### src/rtl/fft16_stream_core.sv
// Streaming 16-point radix-2 DIT FFT: bit-reversed load, in-place compute with a
// single butterfly per clock, natural-order unload scaled by 1/16.
module fft16_stream_core #(
  parameter int unsigned N_POINTS = 16,
  parameter int unsigned DATA_W   = 16,
  parameter int unsigned TW_W     = 16
) (
  input  logic                  i_clk,
  input  logic                  i_rst_n,
  input  logic                  i_data_valid,
  input  logic [2*DATA_W-1:0]   i_data,
  output logic                  o_data_ready,
  output logic                  o_data_valid,
  output logic [2*DATA_W-1:0]   o_data,
  input  logic                  i_data_ready
);

  localparam int unsigned SW  = 2 * DATA_W;
  localparam int unsigned PW  = DATA_W + TW_W;
  localparam int unsigned TFW = PW + 1;
  localparam int unsigned TSW = DATA_W + 2;
  localparam int unsigned ASW = DATA_W + 3;

  typedef enum logic [1:0] {StLoad, StCompute, StUnload} state_e;

  state_e         state_q, state_d;
  logic [3:0]     load_cnt_q, load_cnt_d;
  logic [4:0]     bfly_cnt_q, bfly_cnt_d;
  logic [3:0]     out_cnt_q, out_cnt_d;
  logic           ready_q, ready_d;
  logic           valid_q, valid_d;
  logic [SW-1:0]  dout_q, dout_d;
  logic           load_we, bfly_we;

  logic [SW-1:0]  mem [N_POINTS];

  // Butterfly addressing
  logic [1:0] stage;
  logic [2:0] j, m, grp, tw_k;
  logic [3:0] span, idx_a, idx_b, load_addr;

  always_comb begin
    stage     = bfly_cnt_q[4:3];
    j         = bfly_cnt_q[2:0];
    span      = 4'd1 << stage;
    m         = j & 3'(span - 4'd1);
    grp       = j >> stage;
    idx_a     = (({1'b0, grp} << stage) << 1) | {1'b0, m};
    idx_b     = idx_a | span;
    tw_k      = m << (2'd3 - stage);
    load_addr = {load_cnt_q[0], load_cnt_q[1], load_cnt_q[2], load_cnt_q[3]};
  end

  // W[k] = cos(2*pi*k/16) - j*sin(2*pi*k/16), Q1.14
  logic signed [TW_W-1:0] w_re, w_im;

  always_comb begin
    w_re = TW_W'(16384);
    w_im = TW_W'(0);
    unique case (tw_k)
      3'd0: begin w_re = TW_W'(16384);  w_im = TW_W'(0);      end
      3'd1: begin w_re = TW_W'(15137);  w_im = TW_W'(-6270);  end
      3'd2: begin w_re = TW_W'(11585);  w_im = TW_W'(-11585); end
      3'd3: begin w_re = TW_W'(6270);   w_im = TW_W'(-15137); end
      3'd4: begin w_re = TW_W'(0);      w_im = TW_W'(-16384); end
      3'd5: begin w_re = TW_W'(-6270);  w_im = TW_W'(-15137); end
      3'd6: begin w_re = TW_W'(-11585); w_im = TW_W'(-11585); end
      3'd7: begin w_re = TW_W'(-15137); w_im = TW_W'(-6270);  end
      default: ;
    endcase
  end

  function automatic logic [DATA_W-1:0] sat(input logic signed [ASW-1:0] v);
    logic signed [ASW-1:0] hi, lo;
    hi = ASW'((2 ** (DATA_W - 1)) - 1);
    lo = -hi - ASW'(1);
    if (v > hi) return {1'b0, {(DATA_W - 1){1'b1}}};
    else if (v < lo) return {1'b1, {(DATA_W - 1){1'b0}}};
    else return v[DATA_W-1:0];
  endfunction

  logic signed [DATA_W-1:0] a_re, a_im, b_re, b_im;
  logic signed [PW-1:0]     p_rr, p_ii, p_ri, p_ir;
  logic signed [TFW-1:0]    t_re_full, t_im_full;
  logic signed [TSW-1:0]    t_re, t_im;
  logic signed [ASW-1:0]    sum_re, sum_im, dif_re, dif_im;
  logic [SW-1:0]            new_a, new_b;

  always_comb begin
    a_re      = mem[idx_a][SW-1:DATA_W];
    a_im      = mem[idx_a][DATA_W-1:0];
    b_re      = mem[idx_b][SW-1:DATA_W];
    b_im      = mem[idx_b][DATA_W-1:0];
    p_rr      = PW'(b_re) * PW'(w_re);
    p_ii      = PW'(b_im) * PW'(w_im);
    p_ri      = PW'(b_re) * PW'(w_im);
    p_ir      = PW'(b_im) * PW'(w_re);
    t_re_full = TFW'(p_rr) - TFW'(p_ii);
    t_im_full = TFW'(p_ri) + TFW'(p_ir);
    t_re      = TSW'(t_re_full >>> 14);
    t_im      = TSW'(t_im_full >>> 14);
    sum_re    = ASW'(a_re) + ASW'(t_re);
    sum_im    = ASW'(a_im) + ASW'(t_im);
    dif_re    = ASW'(a_re) - ASW'(t_re);
    dif_im    = ASW'(a_im) - ASW'(t_im);
    new_a     = {sat(sum_re >>> 1), sat(sum_im >>> 1)};
    new_b     = {sat(dif_re >>> 1), sat(dif_im >>> 1)};
  end

  // Sample memory has no reset; contents are rebuilt by every frame load.
  always_ff @(posedge i_clk) begin
    if (load_we) mem[load_addr] <= i_data;
    if (bfly_we) begin
      mem[idx_a] <= new_a;
      mem[idx_b] <= new_b;
    end
  end

  always_comb begin
    state_d    = state_q;
    load_cnt_d = load_cnt_q;
    bfly_cnt_d = bfly_cnt_q;
    out_cnt_d  = out_cnt_q;
    ready_d    = ready_q;
    valid_d    = valid_q;
    dout_d     = dout_q;
    load_we    = 1'b0;
    bfly_we    = 1'b0;
    unique case (state_q)
      StLoad: begin
        ready_d = 1'b1;
        if (i_data_valid && ready_q) begin
          load_we    = 1'b1;
          load_cnt_d = load_cnt_q + 4'd1;
          if (load_cnt_q == 4'd15) begin
            ready_d    = 1'b0;
            bfly_cnt_d = '0;
            state_d    = StCompute;
          end
        end
      end
      StCompute: begin
        bfly_we    = 1'b1;
        bfly_cnt_d = bfly_cnt_q + 5'd1;
        if (bfly_cnt_q == 5'd31) begin
          // mem[0] is final by now; the last butterfly only touches bins 7 and 15.
          state_d   = StUnload;
          valid_d   = 1'b1;
          dout_d    = mem[0];
          out_cnt_d = '0;
        end
      end
      StUnload: begin
        if (valid_q && i_data_ready) begin
          if (out_cnt_q == 4'd15) begin
            valid_d    = 1'b0;
            ready_d    = 1'b1;
            load_cnt_d = '0;
            state_d    = StLoad;
          end else begin
            out_cnt_d = out_cnt_q + 4'd1;
            dout_d    = mem[out_cnt_q + 4'd1];
          end
        end
      end
      default: state_d = StLoad;
    endcase
  end

  always_ff @(posedge i_clk or negedge i_rst_n) begin
    if (!i_rst_n) begin
      state_q    <= StLoad;
      load_cnt_q <= '0;
      bfly_cnt_q <= '0;
      out_cnt_q  <= '0;
      ready_q    <= 1'b0;
      valid_q    <= 1'b0;
      dout_q     <= '0;
    end else begin
      state_q    <= state_d;
      load_cnt_q <= load_cnt_d;
      bfly_cnt_q <= bfly_cnt_d;
      out_cnt_q  <= out_cnt_d;
      ready_q    <= ready_d;
      valid_q    <= valid_d;
      dout_q     <= dout_d;
    end
  end

  assign o_data_ready = ready_q;
  assign o_data_valid = valid_q;
  assign o_data       = dout_q;

endmodule

### config.mk
export PLATFORM = sky130hd
export DESIGN_NAME = fft16_stream_core
export DESIGN_NICKNAME = d
export VERILOG_FILES = /design/src/rtl/fft16_stream_core.sv
export SDC_FILE = /design/constraint.sdc
export NUM_CORES = 2
export LEC_CHECK = 0
export BUFFER_PORTS_ARGS = -buffer_cell sky130_fd_sc_hd__clkbuf_2
export CORE_AREA = 2 2 422 424
export DETAILED_ROUTE_END_ITERATION = 10
export DIE_AREA = 0 0 424 426
export GPL_ROUTABILITY_DRIVEN = 0
export PLACE_DENSITY = 0.65
export SLEW_MARGIN = 20
export SYNTH_ARGS = -nofsm -noshare
export SYNTH_HDL_FRONTEND = slang
export SYNTH_SLANG_ARGS = --single-unit
### constraint.sdc
create_clock -name i_clk -period 26.4 [get_ports i_clk]
set_clock_uncertainty 0.1 [all_clocks]
set_input_delay 3.96 -clock i_clk [delete_from_list [all_inputs] [get_ports i_clk]]
set_output_delay 3.96 -clock i_clk [all_outputs]
set_load 0.01 [all_outputs]
==> flow_summary.yaml <==
clock_tree:
  cts_root_buf: "clkbuf_16"
  clock_latency_ns: 0.61
  cts_tree: "yes"
  cts_sinks: 561
  clock_path_buffers: 3
  clk_pin_slew_ns: 0.07
  post_cts_resized: 0
  hold_buffers: 0
  postCtsSetupRepairBufs: 0
  cts_inserted_buffers: 52
  htree_levels: 2
floorplanning:
  die-area_mm2: 0.181
  die_h_um: 426
  io_pins: 70
  coreArea_mm2: 0.176
  row_count: 154
  initial_utilization_pct: 43.8
  die_width_um: 424
layout:
  final_cell_mix: "inv_1, fa_1, nor2_1"
  post-route-util_pct: 46.8
  final_common_cell: "inv_1"
  final_cell_area_mm2: 0.0822
  area_delta_synth_final_pct: 6.84
  drive_gt1_share_pct: 10.5
  nets: 9046
global_routing:
  grt_usage_pct: 32.0
  grt_pass1_vias: 63474
  grt_pass1_wl_mm: 422
  gr-total-overflow: 0
  grt_max_degree: 167
  antenna_found_initial: 8
yosys:
  synth_seq_cells: 561
  ys_warn_count: 0
  synth_cells: 7651
  avgSynthCellArea_um2: 10.1
  ys_async_sr_fraction_pct: 8.73
  synth.distinct_cells: 91
  synth_edf_count: 512
  yosysSeqAreaShare_pct: 21.6
  ys.flop_type: "edfxtp_1"
  synth_fp_nets: 9198
  syn_area_mm2: 0.0770
placement:
  port_buffers: 69
  dpl-instance-area_mm2: 0.0804
  dp_hpwl_mm: 209
sta:
  period_needed_ns: 16.80
  setup_viol: 0
  tns_ns: 0
  clock.fmax_mhz: 59.5
  period_share_pct: 63.6
  relSlewSlack_pct: 12.0
  slew_viol_final: 0
  hold_viol: 0
  tightest_slew_ns: 1.31
  rsz0062_at_grt: "false"
worst_setup_path:
  cp_slowest_stage_delay_ns: 0.94
  path_delay_family: "compound AO/OA/AOI/OAI gates"
  critPathKind: "register to register"
  crit_path_frequent_cell: "fa_1"
  cp_num_buf_inv: 7
  cp_max_fo: 53
  crit_path_end_kind: "register"
  cp-start-kind: "register"
  arrival_ns: 17.01
  critPathSlowestCell: "nor2_1"
  required_ns: 26.61
drt:
  dr_total_vias: 61887
  via_per_inst: 6.26
  routedWlPerCell_um: 29.3
  post-route-drc-count: 0
  antenna_left: 0
  drt-initial-drc-count: 9774
  drt-total-wl_mm: 289
  drt_pass1_iterations: 9
hold_path:
  hold_path.class: "register to register"
job:
  max_cap_viol_count: 0
outcome:
  status: "finished clean"
## cells in the mapped netlist, types with 15 or more instances
master | count | area (µm²)
a211oi_1 | 38 | 285
a21o_1 | 56 | 420
a21oi_1 | 351 | 1760
a221oi_2 | 15 | 225
a22oi_1 | 77 | 578
a31oi_1 | 50 | 313
and2_1 | 42 | 263
and4_1 | 28 | 245
buf_1 | 91 | 342
buf_2 | 48 | 240
clkbuf_1 | 325 | 1220
dfrtp_1 | 49 | 1230
edfxtp_1 | 512 | 15400
fa_1 | 1092 | 21900
ha_1 | 419 | 5240
inv_1 | 1513 | 5680
mux2i_1 | 257 | 2570
mux4_2 | 286 | 6440
nand2_1 | 566 | 2120
nand2b_1 | 36 | 225
nand3_1 | 95 | 475
nand4_1 | 39 | 244
nor2_1 | 694 | 2610
nor2b_1 | 20 | 125
nor3_1 | 128 | 641
o211ai_1 | 27 | 203
o21ai_0 | 135 | 676
o21bai_1 | 17 | 128
o221ai_1 | 86 | 753
o22ai_1 | 127 | 795
o31ai_1 | 50 | 375
xnor2_1 | 121 | 1060
xor2_1 | 43 | 377
## cell families (layout without fill, tap and decap cells)
logic type | after synthesis | count (layout) | share of synthesized area [%]
other | 0 | 4 | 0
buffers and inverters | 1992 | 1882 | 9.87
adders and majority gates | 1511 | 1511 | 35.2
AOI/OAI and AO/OA | 1149 | 1149 | 9.92
xor gates and xnor gates | 164 | 164 | 1.87
muxes | 545 | 545 | 11.7
and+or+nand+nor | 1729 | 1729 | 9.82
DFF | 561 | 561 | 21.6
## final timing paths
path                       cells after the start            end     startpoint  slack, ns
hold / removal                                 2     o_data[11]     o_data[11]       0.38
hold reg to reg                                2     o_data[11]     o_data[11]       0.38
setup reg to reg                              44     mem[12][9]  bfly_cnt_q[4]       9.60
setup / recovery                              44     mem[12][9]  bfly_cnt_q[4]       9.60
max in group asynchronous                      1  bfly_cnt_q[0]        i_rst_n      22.18
min in group asynchronous                      1      o_data[6]        i_rst_n       3.36
## through the flow
step | hold slack (ns) | setup WS [ns] | instances
finish | 0.383 | 9.60 | 9885
detailed placement | 0.375 | 9.83 | 9784
CTS | 0.392 | 9.73 | 9880
global placement | 0.371 | 9.18 | 9781
global route | 0.413 | 9.01 | 9881
floorplan | 0.395 | 12.94 | 7651
## metal layers
| layer | wire length, µm | up-vias | part of all wire [%] | global-route usage [%] |
|---|---|---|---|---|
| li1 | - | 25173 | - | - |
| met1 | 97000 | 30374 | 34 | 39.1 |
| met2 | 124000 | 5007 | 43 | 47.9 |
| met3 | 43800 | 1327 | 15 | 11.0 |
| met4 | 24200 | 6 | 8.4 | 21.3 |
| met5 | 40 | - | 0.014 | 0 |
## cell type report
type	instances	area (µm²)
Multi-Input combinational cell	5098	53300
Clock buffer	62	1360
Tap cell	2340	2930
Sequential cell	561	16600
Clock inverter	34	399
Inverter	1517	5690
Fill cell	16233	93500
Antenna cell	4	10.0
Timing Repair Buffer	269	1890
## state kept, by name, summed over array words and instances (netlist names)
name and count:
state_q 2, o_data_valid 1, load_cnt_q 4, o_data 32, mem 512, out_cnt_q 4
o_data_ready 1, bfly_cnt_q 5
## worst reg2reg max path: cells and delay by family (launching register included)
kind | cells | cell delay (ns)
xor gates and xnor gates | 1 | 0.18
muxes | 1 | 0.18
AOI/OAI and AO/OA | 15 | 4.93
DFF | 1 | 0.57
adders and majority gates | 10 | 4.61
buffers and inverters | 7 | 1.82
and+or+nand+nor | 10 | 4.13
Power is left out: the tool's default activity adds up to more than one toggle a clock period on the data nets, which glitch-free logic cannot reach.
